[config.mk]
export PLATFORM = sky130hd
export DESIGN_NAME = id_stage_pipe_flat
export DESIGN_NICKNAME = d
export VERILOG_FILES = /design/src/rtl/id_stage_pipe_if.sv /design/src/rtl/id_stage_pipe.sv /design/src/flat_wrapper.sv
export SDC_FILE = /design/constraint.sdc
export NUM_CORES = 2
export LEC_CHECK = 0
export BUFFER_PORTS_ARGS = -buffer_cell sky130_fd_sc_hd__buf_2
export CELL_PAD_IN_SITES_DETAIL_PLACEMENT = 0
export CELL_PAD_IN_SITES_GLOBAL_PLACEMENT = 2
export CORE_MARGIN = 10
export CORE_UTILIZATION = 46
export DETAILED_ROUTE_END_ITERATION = 16
export PLACE_DENSITY_LB_ADDON = 0.1
export SLEW_MARGIN = 20
export SYNTH_ARGS = -nofsm -noshare
export SYNTH_HDL_FRONTEND = slang
export SYNTH_SLANG_ARGS = --single-unit
[constraint.sdc]
create_clock -name i_clk -period 2.9 [get_ports i_clk]
set_clock_uncertainty 0.2 [all_clocks]
set_input_delay 0.58 -clock i_clk [delete_from_list [all_inputs] [get_ports i_clk]]
set_output_delay 0.58 -clock i_clk [all_outputs]
set_load 0.02 [all_outputs]
[src/rtl/id_stage_pipe_if.sv]
// id_stage_pipe bus: IF-side valid/ready + instruction + flush,
// write-back port, and the registered ID/EX bundle towards EX.
// Ports: slave = decode stage, master = surrounding pipeline.
interface id_stage_pipe_if #(
  parameter int XLEN = 32,
  parameter int RW   = 5
);
  logic            i_valid;
  logic            o_ready;
  logic [31:0]     i_instruccion;
  logic            i_flush;
  logic            i_RegWrite;
  logic [RW-1:0]   i_WriteReg;
  logic [XLEN-1:0] i_WriteData;
  logic            o_valid;
  logic            i_ready;
  logic [XLEN-1:0] o_register1;
  logic [XLEN-1:0] o_register2;
  logic [XLEN-1:0] o_constante;
  logic [RW-1:0]   o_rs1;
  logic [RW-1:0]   o_rs2;
  logic [RW-1:0]   o_WriteReg;
  logic            o_RegWrite;
  logic            o_ALUSrc;
  logic            o_MemWrite;
  logic            o_MemRead;
  logic            o_Branch;
  logic            o_MemToReg;
  logic            o_SLTc;
  logic [2:0]      o_ALUControl;
  logic [1:0]      o_BranchOp;
  logic            o_illegal;

  modport slave (
    input  i_valid, i_instruccion, i_flush,
    input  i_RegWrite, i_WriteReg, i_WriteData, i_ready,
    output o_ready, o_valid,
    output o_register1, o_register2, o_constante,
    output o_rs1, o_rs2, o_WriteReg,
    output o_RegWrite, o_ALUSrc, o_MemWrite, o_MemRead,
    output o_Branch, o_MemToReg, o_SLTc,
    output o_ALUControl, o_BranchOp, o_illegal
  );

  modport master (
    output i_valid, i_instruccion, i_flush,
    output i_RegWrite, i_WriteReg, i_WriteData, i_ready,
    input  o_ready, o_valid,
    input  o_register1, o_register2, o_constante,
    input  o_rs1, o_rs2, o_WriteReg,
    input  o_RegWrite, o_ALUSrc, o_MemWrite, o_MemRead,
    input  o_Branch, o_MemToReg, o_SLTc,
    input  o_ALUControl, o_BranchOp, o_illegal
  );
endinterface

[src/rtl/id_stage_pipe.sv]
// Decode stage: regfile, imm gen, control, ALU ctl, ID/EX register with
// valid/ready, load-use stall, flush, illegal flag. Ports: i_clk, i_rst_n
// (async low), bus (id_stage_pipe_if.slave). Macro ID_WB_BYPASS_EN: same-cycle WB->read bypass.
module id_stage_pipe #(
  parameter int XLEN         = 32,
  parameter int NREG         = 32,
  parameter int HAZARD_CHECK = 1
) (
  input  logic           i_clk,
  input  logic           i_rst_n,
  id_stage_pipe_if.slave bus
);
  localparam int RW = $clog2(NREG);

  localparam logic [6:0] OP_R = 7'b0110011;
  localparam logic [6:0] OP_I = 7'b0010011;
  localparam logic [6:0] OP_L = 7'b0000011;
  localparam logic [6:0] OP_S = 7'b0100011;
  localparam logic [6:0] OP_B = 7'b1100011;

  localparam logic [2:0] ALU_AND = 3'b000;
  localparam logic [2:0] ALU_OR  = 3'b001;
  localparam logic [2:0] ALU_ADD = 3'b010;
  localparam logic [2:0] ALU_SUB = 3'b110;
  localparam logic [2:0] ALU_SLT = 3'b111;

  typedef struct packed {
    logic            valid;
    logic [XLEN-1:0] rd1;
    logic [XLEN-1:0] rd2;
    logic [XLEN-1:0] imm;
    logic [RW-1:0]   rs1;
    logic [RW-1:0]   rs2;
    logic [RW-1:0]   wr;
    logic            reg_write;
    logic            alu_src;
    logic            mem_write;
    logic            mem_read;
    logic            branch;
    logic            mem_to_reg;
    logic            sltc;
    logic [2:0]      alu_ctl;
    logic [1:0]      br_op;
    logic            illegal;
  } id_ex_t;

  id_ex_t          ex_d, ex_q, dec;
  logic [XLEN-1:0] rf_d [NREG];
  logic [XLEN-1:0] rf_q [NREG];

  logic [31:0]     inst;
  logic [6:0]      opc;
  logic [2:0]      f3;
  logic [RW-1:0]   rs1, rs2;
  logic            is_r, is_i, is_l, is_s, is_b;
  logic            wb_en, hazard, load;
  logic [XLEN-1:0] imm_i, imm_s, imm_b;
  logic [XLEN-1:0] rd1, rd2;
  logic            unused_inst;

  assign inst = bus.i_instruccion;
  assign opc  = inst[6:0];
  assign f3   = inst[14:12];
  assign rs1  = inst[15 +: RW];
  assign rs2  = inst[20 +: RW];
  // index bits above RW are intentionally dropped
  assign unused_inst = ^inst;

  assign is_r = (opc == OP_R);
  assign is_i = (opc == OP_I);
  assign is_l = (opc == OP_L);
  assign is_s = (opc == OP_S);
  assign is_b = (opc == OP_B);

  assign imm_i = {{(XLEN-12){inst[31]}}, inst[31:20]};
  assign imm_s = {{(XLEN-12){inst[31]}}, inst[31:25], inst[11:7]};
  assign imm_b = {{(XLEN-12){inst[31]}}, inst[7], inst[30:25],
                  inst[11:8], 1'b0};

  assign wb_en = bus.i_RegWrite & (bus.i_WriteReg != '0);

  always_comb begin
    rd1 = rf_q[rs1];
    rd2 = rf_q[rs2];
`ifdef ID_WB_BYPASS_EN
    if (wb_en && bus.i_WriteReg == rs1) rd1 = bus.i_WriteData;
    if (wb_en && bus.i_WriteReg == rs2) rd2 = bus.i_WriteData;
`endif
  end

  always_comb begin
    dec       = '0;
    dec.valid = 1'b1;
    dec.rd1   = rd1;
    dec.rd2   = rd2;
    dec.rs1   = rs1;
    dec.rs2   = rs2;
    dec.wr    = inst[7 +: RW];
    unique case (1'b1)
      is_r, is_i: begin
        dec.reg_write = 1'b1;
        dec.alu_src   = is_i;
        dec.imm       = is_i ? imm_i : '0;
        unique case (f3)
          3'b000: dec.alu_ctl = (is_r && inst[30]) ? ALU_SUB : ALU_ADD;
          3'b111: dec.alu_ctl = ALU_AND;
          3'b110: dec.alu_ctl = ALU_OR;
          3'b010: dec.alu_ctl = ALU_SLT;
          3'b011: begin
            dec.alu_ctl = ALU_SLT;
            dec.sltc    = 1'b1;
          end
          default: dec.illegal = 1'b1;
        endcase
      end
      is_l: begin
        dec.alu_ctl    = ALU_ADD;
        dec.alu_src    = 1'b1;
        dec.mem_read   = 1'b1;
        dec.mem_to_reg = 1'b1;
        dec.reg_write  = 1'b1;
        dec.imm        = imm_i;
      end
      is_s: begin
        dec.alu_ctl   = ALU_ADD;
        dec.alu_src   = 1'b1;
        dec.mem_write = 1'b1;
        dec.imm       = imm_s;
      end
      is_b: begin
        dec.alu_ctl = ALU_SUB;
        dec.branch  = 1'b1;
        dec.imm     = imm_b;
        unique case (f3)
          3'b000:  dec.br_op = 2'b00;
          3'b001:  dec.br_op = 2'b01;
          3'b100:  dec.br_op = 2'b10;
          3'b101:  dec.br_op = 2'b11;
          default: dec.illegal = 1'b1;
        endcase
      end
      default: dec.illegal = 1'b1;
    endcase
    // an undecodable word travels as a flagged no-op
    if (dec.illegal) begin
      dec.reg_write  = 1'b0;
      dec.alu_src    = 1'b0;
      dec.mem_write  = 1'b0;
      dec.mem_read   = 1'b0;
      dec.branch     = 1'b0;
      dec.mem_to_reg = 1'b0;
      dec.sltc       = 1'b0;
      dec.alu_ctl    = '0;
      dec.br_op      = '0;
      dec.imm        = '0;
    end
  end

  generate
    if (HAZARD_CHECK != 0) begin : g_hz
      logic use1, use2;
      assign use1 = is_r | is_i | is_l | is_s | is_b;
      assign use2 = is_r | is_s | is_b;
      assign hazard = ex_q.valid & ex_q.mem_read & (ex_q.wr != '0) &
                      ((use1 & (ex_q.wr == rs1)) |
                       (use2 & (ex_q.wr == rs2)));
    end else begin : g_nohz
      assign hazard = 1'b0;
    end
  endgenerate

  assign load        = ~ex_q.valid | bus.i_ready;
  assign bus.o_ready = load & ~hazard;

  always_comb begin
    ex_d = ex_q;
    if (bus.i_flush) begin
      ex_d = '0;
    end else if (load) begin
      // hazard or no input: bubble, instruction waits upstream
      ex_d = (bus.i_valid && !hazard) ? dec : '0;
    end
  end

  always_comb begin
    rf_d = rf_q;
    if (wb_en) rf_d[bus.i_WriteReg] = bus.i_WriteData;
  end

  always_ff @(posedge i_clk or negedge i_rst_n) begin
    if (!i_rst_n) begin
      ex_q <= '0;
      for (int i = 0; i < NREG; i++) rf_q[i] <= '0;
    end else begin
      ex_q <= ex_d;
      rf_q <= rf_d;
    end
  end

  assign bus.o_valid      = ex_q.valid;
  assign bus.o_register1  = ex_q.rd1;
  assign bus.o_register2  = ex_q.rd2;
  assign bus.o_constante  = ex_q.imm;
  assign bus.o_rs1        = ex_q.rs1;
  assign bus.o_rs2        = ex_q.rs2;
  assign bus.o_WriteReg   = ex_q.wr;
  assign bus.o_RegWrite   = ex_q.reg_write;
  assign bus.o_ALUSrc     = ex_q.alu_src;
  assign bus.o_MemWrite   = ex_q.mem_write;
  assign bus.o_MemRead    = ex_q.mem_read;
  assign bus.o_Branch     = ex_q.branch;
  assign bus.o_MemToReg   = ex_q.mem_to_reg;
  assign bus.o_SLTc       = ex_q.sltc;
  assign bus.o_ALUControl = ex_q.alu_ctl;
  assign bus.o_BranchOp   = ex_q.br_op;
  assign bus.o_illegal    = ex_q.illegal;
endmodule

[src/flat_wrapper.sv]
// flat-port wrapper written by rule: the top's interface ports become plain ports
module id_stage_pipe_flat 
#(
  parameter int XLEN         = 32,
  parameter int NREG         = 32,
  parameter int HAZARD_CHECK = 1
)
  (i_clk, i_rst_n, bus_i_valid, bus_i_instruccion, bus_i_flush, bus_i_RegWrite, bus_i_WriteReg, bus_i_WriteData, bus_i_ready, bus_o_ready, bus_o_valid, bus_o_register1, bus_o_register2, bus_o_constante, bus_o_rs1, bus_o_rs2, bus_o_WriteReg, bus_o_RegWrite, bus_o_ALUSrc, bus_o_MemWrite, bus_o_MemRead, bus_o_Branch, bus_o_MemToReg, bus_o_SLTc, bus_o_ALUControl, bus_o_BranchOp, bus_o_illegal);
  id_stage_pipe_if #(.XLEN(XLEN), .RW(($clog2(NREG)))) bus_i ();
  input  logic i_clk;
  input  logic i_rst_n;
  input wire logic [$bits(bus_i.i_valid)-1:0] bus_i_valid;
  input wire logic [$bits(bus_i.i_instruccion)-1:0] bus_i_instruccion;
  input wire logic [$bits(bus_i.i_flush)-1:0] bus_i_flush;
  input wire logic [$bits(bus_i.i_RegWrite)-1:0] bus_i_RegWrite;
  input wire logic [$bits(bus_i.i_WriteReg)-1:0] bus_i_WriteReg;
  input wire logic [$bits(bus_i.i_WriteData)-1:0] bus_i_WriteData;
  input wire logic [$bits(bus_i.i_ready)-1:0] bus_i_ready;
  output wire logic [$bits(bus_i.o_ready)-1:0] bus_o_ready;
  output wire logic [$bits(bus_i.o_valid)-1:0] bus_o_valid;
  output wire logic [$bits(bus_i.o_register1)-1:0] bus_o_register1;
  output wire logic [$bits(bus_i.o_register2)-1:0] bus_o_register2;
  output wire logic [$bits(bus_i.o_constante)-1:0] bus_o_constante;
  output wire logic [$bits(bus_i.o_rs1)-1:0] bus_o_rs1;
  output wire logic [$bits(bus_i.o_rs2)-1:0] bus_o_rs2;
  output wire logic [$bits(bus_i.o_WriteReg)-1:0] bus_o_WriteReg;
  output wire logic [$bits(bus_i.o_RegWrite)-1:0] bus_o_RegWrite;
  output wire logic [$bits(bus_i.o_ALUSrc)-1:0] bus_o_ALUSrc;
  output wire logic [$bits(bus_i.o_MemWrite)-1:0] bus_o_MemWrite;
  output wire logic [$bits(bus_i.o_MemRead)-1:0] bus_o_MemRead;
  output wire logic [$bits(bus_i.o_Branch)-1:0] bus_o_Branch;
  output wire logic [$bits(bus_i.o_MemToReg)-1:0] bus_o_MemToReg;
  output wire logic [$bits(bus_i.o_SLTc)-1:0] bus_o_SLTc;
  output wire logic [$bits(bus_i.o_ALUControl)-1:0] bus_o_ALUControl;
  output wire logic [$bits(bus_i.o_BranchOp)-1:0] bus_o_BranchOp;
  output wire logic [$bits(bus_i.o_illegal)-1:0] bus_o_illegal;
  assign bus_i.i_valid = bus_i_valid;
  assign bus_i.i_instruccion = bus_i_instruccion;
  assign bus_i.i_flush = bus_i_flush;
  assign bus_i.i_RegWrite = bus_i_RegWrite;
  assign bus_i.i_WriteReg = bus_i_WriteReg;
  assign bus_i.i_WriteData = bus_i_WriteData;
  assign bus_i.i_ready = bus_i_ready;
  assign bus_o_ready = bus_i.o_ready;
  assign bus_o_valid = bus_i.o_valid;
  assign bus_o_register1 = bus_i.o_register1;
  assign bus_o_register2 = bus_i.o_register2;
  assign bus_o_constante = bus_i.o_constante;
  assign bus_o_rs1 = bus_i.o_rs1;
  assign bus_o_rs2 = bus_i.o_rs2;
  assign bus_o_WriteReg = bus_i.o_WriteReg;
  assign bus_o_RegWrite = bus_i.o_RegWrite;
  assign bus_o_ALUSrc = bus_i.o_ALUSrc;
  assign bus_o_MemWrite = bus_i.o_MemWrite;
  assign bus_o_MemRead = bus_i.o_MemRead;
  assign bus_o_Branch = bus_i.o_Branch;
  assign bus_o_MemToReg = bus_i.o_MemToReg;
  assign bus_o_SLTc = bus_i.o_SLTc;
  assign bus_o_ALUControl = bus_i.o_ALUControl;
  assign bus_o_BranchOp = bus_i.o_BranchOp;
  assign bus_o_illegal = bus_i.o_illegal;
  id_stage_pipe #(.XLEN(XLEN), .NREG(NREG), .HAZARD_CHECK(HAZARD_CHECK)) u_core (.i_clk(i_clk), .i_rst_n(i_rst_n), .bus(bus_i));
endmodule
==> impl_metrics.json <==
{
  "tightest_slew_ps": 990,
  "routabilityCongestion": 0.810,
  "numCtsBuffers": 132,
  "slew_headroom_pct": 33.5,
  "initialDrtViolationCount": 3659,
  "clk_path_buf_depth": 3,
  "wire_per_inst_um": 33.6,
  "crit_arrival_ps": 2240,
  "synth_seq_cells": 1129,
  "synth_edf_count": 0,
  "coreArea_sq_um": 125000,
  "die_w_um": 375,
  "grt_pass1_vias": 39700,
  "drive_above_1_share_pct": 45.5,
  "grt-ovfl-total": 0,
  "cap_viol_max_count": 0,
  "finalNonFillerCells": 5945,
  "cts-root-buf": "clkbuf_16",
  "h-tree-depth": 4,
  "async_flop_share_pct": 100,
  "clock_latency_ps": 780,
  "rows": 130,
  "dieArea_sq_um": 140000,
  "placedCellCount": 5700,
  "post-route-min-period_ps": 3020,
  "cts_sinks": 1129,
  "initial_core_util_pct": 46.2,
  "outcome": "complete, but fails checks",
  "violations": "negative setup slack",
  "ant_nets": 0,
  "syn_avg_cell_area_sq_um": 14.3,
  "path_clk_slew_ps": 60,
  "crit_fanout": 3,
  "io_buffers": 200,
  "seq_area_frac_synth_pct": 48.8,
  "power_leakage_nw": 30.2,
  "ys_types": 50,
  "peakVddDrop_uv": 664,
  "tritoncts": "yes",
  "dp_hpwl_um": 123000,
  "syn_area_sq_um": 57800,
  "syn_inst": 4054,
  "antenna_found_initial": 9,
  "synth_warnings": 0,
  "hold_path_class": "in -> async",
  "whs_ps": 63.8,
  "setup_ws_ps": -119,
  "power_density_nw_per_um2": 679,
  "slew_violations": 0,
  "grt_pass1_wl_um": 290000,
  "critPathCaptureType": "primary output",
  "rsz0062_at_grt": "yes",
  "grt_start_max_net_pins": 109,
  "finalSetupViolations": 1,
  "vias": 38800,
  "crit_type": "reg -> out",
  "finalHoldViolations": 0,
  "drc": 0,
  "cp-start-kind": "register",
  "required_ps": 2120,
  "die_y_um": 375,
  "track_usage_pct": 28.2,
  "ys.flop_type": "dfrtp_1",
  "syn_nets": 4129,
  "fin_crit_sh_pct": 104,
  "fillers": 10500,
  "max_freq_ghz": 0.331,
  "vias_per_cell": 6.53,
  "first_pass_iters": 6,
  "nets": 4281,
  "io-pin-count": 201,
  "report.power.total_mw": 45.7,
  "area_growth_pct": 16.2,
  "drt-total-wl_um": 200000
}
[flip-flops by register name, indices dropped and copies added, names as in the netlist]
signal and flops:
u_core.bus.o_register1 32, u_core.bus.o_rs1 5, u_core.bus.o_Branch 1, u_core.bus.o_ALUControl 3, u_core.bus.o_MemToReg 1, u_core.bus.o_valid 1
u_core.rf_q 1024, u_core.bus.o_register2 32, u_core.bus.o_RegWrite 1, u_core.bus.o_MemWrite 1, u_core.bus.o_SLTc 1, u_core.bus.o_rs2 5
u_core.bus.o_illegal 1, u_core.bus.o_WriteReg 5, u_core.bus.o_constante 13, u_core.bus.o_BranchOp 2, u_core.bus.o_ALUSrc 1
[report_power, final]
group          internal (mW)  switching, mW
Sequential              18.5           2.08
Combinational           4.79           3.48
Clock                   10.1           6.70
Total                   33.4           12.3
[what timing repair did]
action / in CTS / in global routing
endpoints found under the setup margin: 1 / 1
hold buffers: 19 / 0
gates resized for setup: 5 / 0
endpoints found under the hold margin: 498 / 0
gates cloned: 0 / 0
buffers inserted: 3 / 0
pin swaps: 4 / 1
[layer usage]
| metal | global-route usage [%] | share of wire (%) |
|---|---|---|
| met3 | 5.17 | 6.5 |
| met2 | 42.6 | 45 |
| met5 | 0 | 0.014 |
| met4 | 7.71 | 2.5 |
| met1 | 41.6 | 46 |
[critical path, stage by stage, from the launching register on]
cell and delay, ps:
dfrtp_2 430, xor2_1 150, nor4_1 290, o211ai_1 190, a21oi_2 200, nor2_1 60
buf_4 160
[cell type report]
type                            count  area, sq um  share of cell area [%]
Multi-Input combinational cell   2460        27800                    41.4
Tap cell                         1650         2060                    3.07
Sequential cell                  1129        28300                    42.0
Clock inverter                     25          263                   0.391
Timing Repair Buffer              479         4740                    7.05
Inverter                            4         16.3                  0.0242
Antenna cell                        1         2.50                 0.00372
Clock buffer                      197         4060                    6.04
[synthesized netlist by cell type (3+ instances only)]
| cell | n | share of area [%] |
|---|---|---|
| a21oi_1 | 32 | 0.28 |
| a221oi_1 | 13 | 0.20 |
| a22o_1 | 82 | 1.2 |
| a22oi_1 | 244 | 3.2 |
| a31oi_1 | 5 | 0.054 |
| a32o_1 | 4 | 0.069 |
| and2_1 | 3 | 0.032 |
| and3_1 | 7 | 0.076 |
| buf_1 | 52 | 0.34 |
| buf_2 | 113 | 0.98 |
| buf_4 | 46 | 0.60 |
| buf_6 | 7 | 0.14 |
| clkbuf_1 | 243 | 1.6 |
| dfrtp_1 | 1129 | 49 |
| mux2_1 | 122 | 2.4 |
| mux2_2 | 870 | 17 |
| mux2i_1 | 308 | 5.3 |
| mux4_2 | 360 | 14 |
| nand2_1 | 128 | 0.83 |
| nand2b_1 | 4 | 0.043 |
| nand3_1 | 69 | 0.60 |
| nand3b_1 | 5 | 0.065 |
| nand4_1 | 59 | 0.64 |
| nor2_1 | 42 | 0.27 |
| nor2b_1 | 7 | 0.076 |
| nor3_1 | 4 | 0.035 |
| nor3b_1 | 6 | 0.078 |
| nor4_1 | 3 | 0.032 |
| o2111ai_1 | 27 | 0.41 |
| o21ai_0 | 12 | 0.10 |
| o21ai_1 | 15 | 0.13 |
| xor2_1 | 9 | 0.14 |
[path summary, 6_finish.rpt]
check	startpoint	to	slack, ps	cells past startpoint
min reg2reg	u_core.rf_q[1015]	u_core.rf_q[1015]	200	0
min	i_rst_n	u_core.rf_q[549]	60	2
max in group asynchronous	i_rst_n	u_core.rf_q[622]	1280	4
max	u_core.bus.o_WriteReg[0]	bus_o_ready	-120	6
max reg2reg	u_core.bus.o_WriteReg[2]	u_core.bus.o_valid	240	8
min in group i_clk	bus_i_instruccion[12]	u_core.bus.o_ALUControl[0]	70	3
[metrics by stage]
stage	util, %	cell area [sq um]	TNS, ps	worst slack (ps)
5_1_grt	53.7	67200	-254	-254
3_3_place_gp	50.0	62700	-11510	-390
3_5_place_dp	50.1	62700	0	26.9
6_report	53.7	67200	-119	-119
2_1_floorplan	-	57800	0	448
4_1_cts	53.7	67200	-172	-172
[layout by cell type, fill, tap and decap left out, types with 26 or more instances in the layout]
cell type     n
a21oi_1      32
a22o_1       82
a22oi_1     244
buf_12      123
buf_2       193
buf_4       138
clkbuf_1     26
clkbuf_16   143
clkbuf_8     29
dfrtp_1    1125
mux2_1      122
mux2_2      870
mux2i_1     308
mux4_2      360
nand2_1     113
nand3_1      69
nand4_1      59
nor2_4       29
o2111ai_1    27
[cells by family after synthesis]
| group | count (synthesis) | share of synthesized area [%] |
|---|---|---|
| XOR/XNOR | 10 | 0.151 |
| buffers and inverters | 465 | 3.65 |
| multiplexers | 1660 | 38.7 |
| flip-flops | 1129 | 48.8 |
| AO/OA/AOI/OAI | 444 | 5.79 |
| AND/OR/NAND/NOR | 346 | 2.90 |
Note: power is estimated with default switching activity, not from simulation.
